### src/rtl/fetch_redirect_if.sv
// Fetch-stage redirect bundle: pipeline hazard/redirect requests in, PC steering and trap status out.
// The controller takes the slave view; the pipeline (or a bench) takes the master view.
interface fetch_redirect_if;
    logic       load_use_hazard;
    logic       branch_taken;
    logic       id_is_j;
    logic       id_is_jr;
    logic       exc_req;
    logic       irq;
    logic       kernel_mode;
    logic       PC_IF_ID_Write;
    logic [2:0] select_PC_next;
    logic [1:0] status;
    logic       flush_ID_EX;
    logic       irq_ack;
    logic       stall_timeout;

    modport master (
        output load_use_hazard, branch_taken, id_is_j, id_is_jr, exc_req, irq, kernel_mode,
        input  PC_IF_ID_Write, select_PC_next, status, flush_ID_EX, irq_ack, stall_timeout
    );

    modport slave (
        input  load_use_hazard, branch_taken, id_is_j, id_is_jr, exc_req, irq, kernel_mode,
        output PC_IF_ID_Write, select_PC_next, status, flush_ID_EX, irq_ack, stall_timeout
    );
endinterface

### src/rtl/fetch_redirect_ctrl.sv
// Fetch redirect arbiter: picks one redirect source per cycle, latches deferred traps,
// blocks interrupts for a lockout window after each trap and watches for runaway stalls.
module fetch_redirect_ctrl #(
    parameter int LOCKOUT   = 4,
    parameter int MAX_STALL = 15
) (
    input  logic               clk,
    input  logic               rst_n,
    fetch_redirect_if.slave    bus
);
    localparam int LW = (LOCKOUT > 0) ? $clog2(LOCKOUT + 1) : 1;
    localparam int SW = (MAX_STALL > 0) ? $clog2(MAX_STALL + 1) : 1;
    localparam logic [LW-1:0] LOCK_LOAD = LW'(LOCKOUT);
    localparam logic [SW-1:0] STALL_MAX = SW'(MAX_STALL);

    typedef enum logic [1:0] {RUN, TRAP, LOCK} state_t;
    typedef enum logic [2:0] {
        SRC_NONE, SRC_BRANCH, SRC_STALL, SRC_JR, SRC_J, SRC_EXC, SRC_IRQ
    } src_t;

    state_t        state, state_nx;
    src_t          src;
    logic [LW-1:0] lock_cnt, lock_cnt_nx;
    logic [SW-1:0] stall_cnt;
    logic          irq_s1, irq_s2, irq_d;
    logic          irq_pend, exc_pend;
    logic          stall_timeout_q;
    logic          trap_issue;
    logic          stalling;

    // Source arbitration; exactly one source acts per cycle.
    // NOTE: every combinational output gets a default before any branch, so no path infers a latch.
    always_comb begin
        src = SRC_NONE;
        if (bus.branch_taken)
            src = SRC_BRANCH;
        else if (bus.load_use_hazard)
            src = SRC_STALL;
        else if (bus.id_is_jr)
            src = SRC_JR;
        else if (bus.id_is_j)
            src = SRC_J;
        else if (bus.exc_req || exc_pend)
            src = SRC_EXC;
        else if (irq_pend && !bus.kernel_mode && state != LOCK)
            src = SRC_IRQ;
    end

    always_comb begin
        bus.PC_IF_ID_Write = 1'b1;
        bus.select_PC_next = 3'b000;
        bus.status         = 2'b00;
        bus.flush_ID_EX    = 1'b0;
        bus.irq_ack        = 1'b0;
        case (src)
            SRC_BRANCH: bus.select_PC_next = 3'b100;
            SRC_STALL: begin
                bus.PC_IF_ID_Write = 1'b0;
                bus.flush_ID_EX    = 1'b1;
            end
            SRC_JR:     bus.select_PC_next = 3'b001;
            SRC_J:      bus.select_PC_next = 3'b010;
            SRC_EXC: begin
                bus.status      = 2'b01;
                bus.flush_ID_EX = 1'b1;
            end
            SRC_IRQ: begin
                bus.status      = 2'b10;
                bus.flush_ID_EX = 1'b1;
                bus.irq_ack     = 1'b1;
            end
            default: ;
        endcase
    end

    assign bus.stall_timeout = stall_timeout_q;
    assign trap_issue        = (src == SRC_EXC) || (src == SRC_IRQ);
    assign stalling          = (src == SRC_STALL);

    // Lockout FSM: any trap (re)arms the window; only interrupts honour it.
    always_comb begin
        state_nx    = state;
        lock_cnt_nx = lock_cnt;
        case (state)
            RUN: if (trap_issue) state_nx = TRAP;
            TRAP: begin
                if (LOCKOUT == 0) begin
                    state_nx = trap_issue ? TRAP : RUN;
                end else begin
                    state_nx    = LOCK;
                    lock_cnt_nx = LOCK_LOAD;
                end
            end
            LOCK: begin
                if (trap_issue) begin
                    lock_cnt_nx = LOCK_LOAD;
                end else begin
                    lock_cnt_nx = lock_cnt - LW'(1);
                    if (lock_cnt_nx == '0) state_nx = RUN;
                end
            end
            default: state_nx = RUN;
        endcase
    end

    // NOTE: all state below uses non-blocking assignments so every flop samples pre-edge values.
    always_ff @(posedge clk or negedge rst_n) begin
        if (!rst_n) begin
            state           <= RUN;
            lock_cnt        <= '0;
            irq_s1          <= 1'b0;
            irq_s2          <= 1'b0;
            irq_d           <= 1'b0;
            irq_pend        <= 1'b0;
            exc_pend        <= 1'b0;
            stall_cnt       <= '0;
            stall_timeout_q <= 1'b0;
        end else begin
            state    <= state_nx;
            lock_cnt <= lock_cnt_nx;
            irq_s1   <= bus.irq;
            irq_s2   <= irq_s1;
            irq_d    <= irq_s2;

            // A new synchronised edge wins over the clear, so it is never lost.
            irq_pend <= (irq_pend && src != SRC_IRQ) || (irq_s2 && !irq_d);

            // Deferred exceptions: outranked requests and illegal j+jr both land here.
            if (src == SRC_EXC)
                exc_pend <= 1'b0;
            else if (bus.exc_req || (src == SRC_JR && bus.id_is_j))
                exc_pend <= 1'b1;

            if (stalling) begin
                if (stall_cnt != STALL_MAX) stall_cnt <= stall_cnt + SW'(1);
                if (stall_cnt >= STALL_MAX - SW'(1)) stall_timeout_q <= 1'b1;
            end else begin
                stall_cnt <= '0;
            end
        end
    end
endmodule

### src/flat_wrapper.sv
// flat-port wrapper written by rule: the top's interface ports become plain ports
module fetch_redirect_ctrl_flat 
#(
    parameter int LOCKOUT   = 4,
    parameter int MAX_STALL = 15
)
  (clk, rst_n, bus_load_use_hazard, bus_branch_taken, bus_id_is_j, bus_id_is_jr, bus_exc_req, bus_irq, bus_kernel_mode, bus_PC_IF_ID_Write, bus_select_PC_next, bus_status, bus_flush_ID_EX, bus_irq_ack, bus_stall_timeout);
  fetch_redirect_if bus_i ();
  input  logic clk;
  input  logic rst_n;
  input wire logic [$bits(bus_i.load_use_hazard)-1:0] bus_load_use_hazard;
  input wire logic [$bits(bus_i.branch_taken)-1:0] bus_branch_taken;
  input wire logic [$bits(bus_i.id_is_j)-1:0] bus_id_is_j;
  input wire logic [$bits(bus_i.id_is_jr)-1:0] bus_id_is_jr;
  input wire logic [$bits(bus_i.exc_req)-1:0] bus_exc_req;
  input wire logic [$bits(bus_i.irq)-1:0] bus_irq;
  input wire logic [$bits(bus_i.kernel_mode)-1:0] bus_kernel_mode;
  output wire logic [$bits(bus_i.PC_IF_ID_Write)-1:0] bus_PC_IF_ID_Write;
  output wire logic [$bits(bus_i.select_PC_next)-1:0] bus_select_PC_next;
  output wire logic [$bits(bus_i.status)-1:0] bus_status;
  output wire logic [$bits(bus_i.flush_ID_EX)-1:0] bus_flush_ID_EX;
  output wire logic [$bits(bus_i.irq_ack)-1:0] bus_irq_ack;
  output wire logic [$bits(bus_i.stall_timeout)-1:0] bus_stall_timeout;
  assign bus_i.load_use_hazard = bus_load_use_hazard;
  assign bus_i.branch_taken = bus_branch_taken;
  assign bus_i.id_is_j = bus_id_is_j;
  assign bus_i.id_is_jr = bus_id_is_jr;
  assign bus_i.exc_req = bus_exc_req;
  assign bus_i.irq = bus_irq;
  assign bus_i.kernel_mode = bus_kernel_mode;
  assign bus_PC_IF_ID_Write = bus_i.PC_IF_ID_Write;
  assign bus_select_PC_next = bus_i.select_PC_next;
  assign bus_status = bus_i.status;
  assign bus_flush_ID_EX = bus_i.flush_ID_EX;
  assign bus_irq_ack = bus_i.irq_ack;
  assign bus_stall_timeout = bus_i.stall_timeout;
  fetch_redirect_ctrl #(.LOCKOUT(LOCKOUT), .MAX_STALL(MAX_STALL)) u_core (.clk(clk), .rst_n(rst_n), .bus(bus_i));
endmodule
### config.mk
export PLATFORM = sky130hd
export DESIGN_NAME = fetch_redirect_ctrl_flat
export DESIGN_NICKNAME = d
export VERILOG_FILES = /design/src/rtl/fetch_redirect_if.sv /design/src/rtl/fetch_redirect_ctrl.sv /design/src/flat_wrapper.sv
export SDC_FILE = /design/constraint.sdc
export NUM_CORES = 1
export LEC_CHECK = 0
export CORE_ASPECT_RATIO = 0.75
export CORE_MARGIN = 10
export CORE_UTILIZATION = 40
export CTS_CLUSTER_DIAMETER = 80
export DETAILED_ROUTE_END_ITERATION = 10
export GPL_TIMING_DRIVEN = 0
export PLACE_DENSITY = 0.71
export SLEW_MARGIN = 20
export SYNTH_ARGS = -nofsm -noshare
export SYNTH_HDL_FRONTEND = slang
export SYNTH_SLANG_ARGS = --single-unit
### constraint.sdc
create_clock -name clk -period 2.1 [get_ports clk]
set_input_delay 0.42 -clock clk [delete_from_list [all_inputs] [get_ports clk]]
set_output_delay 0.42 -clock clk [all_outputs]
set_load 0.03 [all_outputs]
After elaboration in Yosys (flattened, before gate mapping)
Cells that the tools add are included.
{"block": "totals", "in_bits": 9, "out_inout_bits": 9, "regBits": 15, "elab_cells": 66}
{"block": "classes", "n_eq_ne": 15, "reduce_logical": 18, "magnitude_cmp": 1, "n_addsub": 2, "n_mux": 21}
{"cell": "$mux 3", "count": 7}
{"cell": "$eq 3x3->1 const B", "count": 3}
{"cell": "$pmux 3 s3", "count": 1}
{"cell": "$mux 4", "count": 2}
{"cell": "$eq 3x2->1 const B", "count": 2}
{"cell": "$mux 2", "count": 3}
{"cell": "$ne 2x2->1 const B", "count": 3}
{"cell": "$pmux 2 s3", "count": 1}
{"cell": "$pmux 3 s2", "count": 1}
{"cell": "$logic_and 1x1->1", "count": 5}
{"cell": "$mux 1", "count": 5}
{"cell": "$add 4x1->4 const B", "count": 1}
{"cell": "$ge 4x4->1 const B", "count": 1}
{"cell": "$logic_or 1x1->1", "count": 4}
{"cell": "$ne 2x1->1 const B", "count": 2}
{"cell": "$ne 4x4->1 const B", "count": 1}
{"cell": "$pmux 2 s2", "count": 1}
{"cell": "$reduce_bool 2->1", "count": 2}
{"cell": "$eq 3x1->1 const B", "count": 1}
{"cell": "$logic_not 3->1", "count": 1}
{"cell": "$ne 3x3->1 const B", "count": 1}
{"cell": "$reduce_and 3->1", "count": 1}
{"cell": "$reduce_or 3->1", "count": 1}
{"cell": "$sub 3x1->3 const B", "count": 1}
{"cell": "other kinds (5)", "count": 6}

Logic depth before layout (Yosys ltp)
Gate-level depths: netlist (run 1).
{"block": "depth", "depth_word": 14, "mapped_depth": 6, "mapped_depth_nobuf": 6}

Least setup slack after synthesis (run 1)
No wires, ideal clock.
{"block": "synth_timing", "path_kind": "register -> output", "start": "reg u_core.state[0]", "end": "out bus_status[1]", "required_ps": 1680, "slack_ps": -496, "n_path_buf": 1, "path_stages_with_launch": 6, "t_arrival_ps": 2176, "path_cell_list": "dfrtp_1 > inv_1 > ha_1 > or3b_2 > nor3_1 > buf_4"}
{"block": "synth_between", "elab_chain_cells": 10, "word_cells_on_any_way": 11, "classes_between": "3 x eq/ne; 7 x mux; 1 x reduce/logical"}
{"element": "start, declared", "line": "fetch_redirect_ctrl.sv:21", "text": "state_t state, state_nx;"}
{"element": "start signal, assigned", "line": "fetch_redirect_ctrl.sv:119", "text": "state <= state_nx;"}
{"element": "$ne 2x2->1 (*)", "line": "fetch_redirect_ctrl.sv:45", "text": "else if (irq_pend && !bus.kernel_mode && state != LOCK)"}
{"element": "$logic_and 1x1->1 (*)", "line": "fetch_redirect_ctrl.sv:45"}
{"element": "$mux 3 (*)", "line": "fetch_redirect_ctrl.sv:45"}
{"element": "$mux 3 (*)", "line": "fetch_redirect_ctrl.sv:43", "text": "else if (bus.exc_req || exc_pend)"}
{"element": "$mux 3 (*)", "line": "fetch_redirect_ctrl.sv:41", "text": "else if (bus.id_is_j)"}
{"element": "$mux 3 (*)", "line": "fetch_redirect_ctrl.sv:39", "text": "else if (bus.id_is_jr)"}
{"element": "$mux 3 (*)", "line": "fetch_redirect_ctrl.sv:37", "text": "else if (bus.load_use_hazard)"}
{"element": "$mux 3 (*)", "line": "fetch_redirect_ctrl.sv:35", "text": "if (bus.branch_taken)"}
{"element": "$eq 3x3->1", "line": "fetch_redirect_ctrl.sv:55", "text": "case (src)"}
{"element": "$pmux 2 s2 (*)", "line": "fetch_redirect_ctrl.sv:55"}
{"element": "end, declared", "line": "flat_wrapper.sv:20", "text": "output wire logic [$bits(bus_i.status)-1:0] bus_status;"}
Every way passes the cells marked *; elsewhere a longest branch is shown, timed or not.

Final worst setup path (run 1)
{"block": "layout_timing", "start": "reg u_core.state[1]", "end": "out bus_status[1]"}
Same word-level chain as after synthesis.

==> impl_metrics.tcl, run 1 <==
set metrics [dict create \
    crit_top_cell "buf_6" \
    max-vdd-ir-drop_mv 0.627 \
    die_y_um 58.7 \
    synth_xor_area_share_pct 1.10 \
    die_w_um 71.6 \
    first_pass_iters 4 \
    crit_slowest_cell "dfrtp_1" \
    netlist_area_um2 800 \
    grt_pass1_vias 665 \
    max_freq_ghz 0.468 \
    drtAntennaViolNets 0 \
    violations "negative setup slack" \
    register_area_um2 375 \
    setup_viol 2 \
    die-area_um2 4210 \
    powerDensity_nw_per_um2 844 \
    crit_path_end_kind "output pin" \
    synth_top_area_share_pct 46.9 \
    fin_hold_ws_ps 353 \
    cts_made_buffers 3 \
    synth_top_cell_by_area "dfrtp_1" \
    reg2reg_from "u_core.state[1]$_DFFE_PN0P_" \
    routed_wl_um 1740 \
    vias_per_cell 5.24 \
    synth_top_family_by_area "simple AND/OR/NAND/NOR gates" \
    track_usage_pct 8.99 \
    synth_top_flop_cell "dfrtp_1" \
    final-instance-count-excl-fill 131 \
    cp_data_required_time_ps 1680 \
    ios 18 \
    post-synth-top-count-cell "dfrtp_1" \
    cts_tree "done" \
    rsz0062_at_grt "true" \
    tightest_slew_ps 654 \
    yosys_register_bits 15 \
    multiInputGateArea_um2 419 \
    ys_seq_area_share_pct 46.9 \
    cp_cell_sequence "ha_4 -> or3b_4 -> nor3_4 -> buf_6 -> buf_6" \
    synth_compound_area_share_pct 15.5 \
    cp_max_fo 3 \
    setup_slack_ps -35.9 \
    hp-start "u_core.irq_s1$_DFF_PN0_" \
    critical_path_class "register to output pin" \
    syn2layout_area_growth_pct 38.8 \
    netlist_instances 81 \
    preCtsSetupSlack_ps -758 \
    grt_antenna_before_repair 0 \
    synth_common_cells "dfrtp_1, ha_1, inv_1, nor2_1, o21ai_0" \
    start_util_pct 44.3 \
    synth_area_leaders "dfrtp_1, ha_1, inv_1" \
    tns_ps -55.6 \
    vias 687 \
    diodes 0 \
    root_buffer "clkbuf_4" \
    clkSlewWorstSetupHoldPaths_ps 80 \
    async_flop_share_pct 100 \
    cts-hold-fix-buffers 0 \
    finalWeightedCongestion 0.802 \
    syn_nets 97 \
    finalCritPeriodShare_pct 102 \
    hpwl_um 1260 \
    synthSimpleGateAreaFrac_pct 20.3 \
    fill_cells 162 \
    core-area_um2 1810 \
    fin_worst_skew_ps 1.30 \
    grt_max_degree 16 \
    grt_first_pass_wirelength_um 3080 \
    hold_viol 0 \
    fin_crit_ps 2140 \
    maxSlewViolCount 0 \
    cp_data_arrival_time_ps 1720 \
    cts.sinks 15 \
    grt_overflow 0 \
    p_leak_nw 0.507 \
    synth_fa_ha_area_share_pct 11.0 \
    ys.warnings.count 0 \
    worstSkewPairLatency_ps 280 \
    drc 0 \
    hold_class "register to register" \
    totalPowerFinal_uw 936 \
    synthMuxAreaShare_pct 0 \
    portBuffers 17 \
    synth_edf_count 0 \
    yosysUniqueCellTypes 31 \
    syn_area_per_cell_um2 9.87 \
    cts_max_path_buffers 2 \
    cap_violations 0 \
    slowest_delay_ps 420 \
    drt_iter0_markers 25 \
    crit_start "u_core.state[1]$_DFFE_PN0P_" \
    status "complete, but fails checks" \
    drive_above_1_share_pct 22.9 \
    relSlewSlack_pct 56.3 \
    rows 13 \
    wire_per_inst_um 13.3 \
    h-tree-depth 1 \
    dp.cells 120 \
    layout.nets 126 \
    startpoint_type "register" \
]
registers in the layout, summed over array words and instances, names as in the netlist:
name / cells
u_core.state: 2
u_core.bus.stall_timeout: 1
u_core.lock_cnt: 3
u_core.stall_cnt: 4
u_core.irq_d: 1
u_core.irq_pend: 1
u_core.irq_s1: 1
u_core.irq_s2: 1
u_core.exc_pend: 1
critical path, delay by kind of cell, from the launching register on:
| family | cells | cell delay [ps] |
|---|---|---|
| adders and majority gates | 1 | 180 |
| DFF | 1 | 420 |
| and+or+nand+nor | 2 | 590 |
| buffers and inverters | 2 | 250 |
per-stage QoR:
step,utilization (%),cell area (um^2)
2_1_floorplan,-,817
3_3_place_gp,56.2,1010
3_5_place_dp,56.2,1010
4_1_cts,60.6,1090
5_1_grt,61.5,1110
6_report,61.5,1110
kinds of logic (layout without fill, tap and decap cells):
group	after synthesis	in the layout
xor gates and xnor gates	1	1
adders and majority gates	7	7
DFF	15	15
buffers and inverters	10	38
and+or+nand+nor	29	29
AOI/OAI and AO/OA	19	19
power breakdown:
part,leakage (nW),internal [mW],switching [mW]
Clock,0.0150,0.0739,0.0906
Sequential,0.183,0.334,0.0302
Combinational,0.309,0.196,0.212
timing repair:
item / 4_1_cts / 5_1_grt
pin swaps: 3 / 2
buffers inserted: 5 / 2
gates cloned: 0 / 0
resized for setup: 40 / 0
setup endpoints to repair: 8 / 4
path summary, 6_finish.rpt:
check	to	slack, ps	cells after the start
max	bus_status[1]	-40	5
min	u_core.irq_s2$_DFF_PN0_	350	0
max reg2reg	u_core.state[1]$_DFFE_PN0P_	60	7
min in group asynchronous	u_core.state[1]$_DFFE_PN0P_	530	1
max in group asynchronous	u_core.lock_cnt[1]$_DFFE_PN0P_	1150	1
min reg2reg	u_core.irq_s2$_DFF_PN0_	350	0
cells in the final DEF, fill, tap and decap left out, types with 2 or more instances in the layout:
cell type,count
nor2_1,7
o21ai_0,5
o22ai_1,2
buf_4,7
o211ai_1,2
clkdlybuf4s50_1,6
nor3_1,3
buf_6,4
inv_1,6
nand2_1,2
dfrtp_1,15
nor3b_1,2
a21oi_1,2
clkbuf_1,3
o21a_1,2
ha_1,6
clkbuf_4,3
nand2b_1,2
dlygate4sd2_1,5
nand3_1,3
per-layer routing:
metal | routed length [um] | track usage (%) | share of wire [%] | up-vias
met5 | 0 | 0 | 0 | -
met4 | 11 | 2.48 | 0.63 | 0
met3 | 150 | 4.36 | 8.6 | 2
met2 | 700 | 12.7 | 40 | 19
met1 | 876 | 11.8 | 50 | 323
li1 | - | - | - | 343
area by class of cell:
class	count	area share, %
Buffer	3	1.69
Clock buffer	4	2.37
Inverter	7	2.37
Multi-Input combinational cell	56	37.8
Sequential cell	15	33.8
Tap cell	22	2.48
Timing Repair Buffer	24	19.5
Power figures use the tool's default switching activity.
==> run 2: changes to the inputs <==
--- a/config.mk
+++ b/config.mk
@@ -5,7 +5,6 @@
 export SDC_FILE = /design/constraint.sdc
 export NUM_CORES = 1
 export LEC_CHECK = 0
-export CORE_ASPECT_RATIO = 0.75
 export CORE_MARGIN = 10
 export CORE_UTILIZATION = 40
 export CTS_CLUSTER_DIAMETER = 80
==> run 2 against run 1 <==
The run still ends with negative setup slack left; die area shrank 0.45%; wire length shrank 1.4%; clock-buffer cell count is the same; clock power is essentially flat; via count shrank 0.87%; sequential power is essentially flat; clock skew grew 1.9 ps; cell area shrank 1.4%; maximum frequency shrank 1.3%; hold slack gained 3.4 ps; largest cell class unchanged.
==> impl_metrics.tcl, run 2 (synthesized netlist as in run 1, its figures left out) <==
set metrics [dict create \
    wire_per_inst_um 12.8 \
    largest_registers "u_core.stall_cnt: 4 flops, u_core.lock_cnt: 3 flops, u_core.state: 2 flops" \
    cp_data_required_time_ps 1680 \
    grt_first_pass_wirelength_um 2990 \
    p_leak_nw 0.501 \
    clkSlewWorstSetupHoldPaths_ps 90 \
    tns_ps -94.9 \
    cts_made_buffers 3 \
    hp-start "u_core.irq_s1$_DFF_PN0_" \
    cp_data_arrival_time_ps 1740 \
    vias_per_cell 5.08 \
    root_buffer "clkbuf_4" \
    cp_max_fo 5 \
    setup_viol 2 \
    max_freq_ghz 0.462 \
    max-vdd-ir-drop_mv 0.661 \
    h-tree-depth 1 \
    utilization_pct 57.0 \
    grtUsageMet2_pct 15.0 \
    crit_start "u_core.state[1]$_DFFE_PN0P_" \
    reg2reg_from "u_core.state[1]$_DFFE_PN0P_" \
    tightest_slew_ps 662 \
    drc 0 \
    status "complete, but fails checks" \
    finalCritPeriodShare_pct 103 \
    top_usage_layer "met2" \
    vias 681 \
    rsz0062_at_grt "true" \
    drt_iter0_markers 23 \
    start_util_pct 41.6 \
    layout_commonest_cell "dfrtp_1" \
    hpwl_um 1290 \
    use_met3_pct 3.61 \
    worstSkewPairLatency_ps 270 \
    startpoint_type "register" \
    setup_slack_ps -63.3 \
    hold_viol 0 \
    violations "negative setup slack" \
    cts-hold-fix-buffers 0 \
    syn2layout_area_growth_pct 36.9 \
    rows 16 \
    layout_common_cells "dfrtp_1, nor2_1" \
    preCtsSetupSlack_ps -778 \
    cts.sinks 15 \
    fill_cells 176 \
    grt_overflow 0 \
    drtAntennaViolNets 0 \
    powerDensity_nw_per_um2 843 \
    maxSlewViolCount 0 \
    grt_pass1_vias 707 \
    drive_above_1_share_pct 20.6 \
    grt_antenna_before_repair 0 \
    relSlewSlack_pct 55.7 \
    diodes 0 \
    cap_violations 0 \
    grt_max_degree 16 \
    hold_class "register to register" \
    layout.nets 124 \
    routed_wl_um 1710 \
    use_met1_pct 9.05 \
    track_usage_pct 8.80 \
    die_y_um 64.7 \
    fin_worst_skew_ps 3.20 \
    regMostFlops "u_core.stall_cnt" \
    die-area_um2 4190 \
    finalWeightedCongestion 0.741 \
    cts_max_path_buffers 2 \
    critical_path_class "register to output pin" \
    largest_reg_flops 4 \
    core-area_um2 1920 \
    first_pass_iters 4 \
    fin_crit_ps 2160 \
    ios 18 \
    cts_tree "done" \
    portBuffers 17 \
    die_w_um 64.7 \
    crit_path_end_kind "output pin" \
]
[run 2: metal layers]
| layer | routed length [um] | part of all wire, % | vias to the layer above |
|---|---|---|---|
| li1 | - | - | 339 |
| met1 | 752 | 44 | 319 |
| met2 | 810 | 47 | 21 |
| met3 | 135 | 7.9 | 2 |
| met4 | 14 | 0.82 | 0 |
| met5 | 0 | 0 | - |
[run 2: path summary, 6_finish.rpt]
kind | end | slack (ps) | cells past startpoint
max | bus_flush_ID_EX | -60 | 5
min | u_core.irq_s2$_DFF_PN0_ | 360 | 0
max reg2reg | u_core.state[1]$_DFFE_PN0P_ | 270 | 5
min reg2reg | u_core.irq_s2$_DFF_PN0_ | 360 | 0
max in group asynchronous | u_core.irq_pend$_DFF_PN0_ | 1140 | 1
min in group asynchronous | u_core.state[1]$_DFFE_PN0P_ | 540 | 1
[run 2: where the power goes]
part	switching, mW	total, mW	internal, mW
Sequential	0.0275	0.361	0.334
Clock	0.0887	0.162	0.0735
Combinational	0.206	0.399	0.193
Total	0.322	0.923	0.601
[run 2: repair_timing]
item | 4_1_cts | 5_1_grt
pin swaps | 4 | 4
gates cloned | 0 | 0
gates resized for setup | 37 | 1
setup buffers | 3 | 2
setup endpoints to repair | 8 | 3
[run 2: through the flow]
| step | hold slack [ps] | cells | cell area [um^2] | total power [mW] |
|---|---|---|---|---|
| after floorplan | 124 | 81 | 817 | 0.624 |
| after global placement | 334 | 125 | 1020 | 0.698 |
| after detailed placement | 336 | 125 | 1020 | 0.718 |
| after CTS | 357 | 132 | 1080 | 0.915 |
| after global routing | 363 | 134 | 1090 | 0.998 |
| final | 356 | 134 | 1090 | 0.923 |
[run 2: critical path, cell delays in order (launching register included)]
cell and delay (ps):
dfrtp_1 420, ha_4 170, or3b_4 420, a21o_4 250, nand2_2 70, buf_6 130
[run 2: layout make-up]
cell class                      instances  area [um^2]  area share [%]
Multi-Input combinational cell         56          419            38.3
Tap cell                               27         33.8            3.09
Buffer                                  3         18.8            1.71
Timing Repair Buffer                   22          195            17.8
Sequential cell                        15          375            34.3
Clock buffer                            4         26.3            2.40
Inverter                                7         26.3            2.40
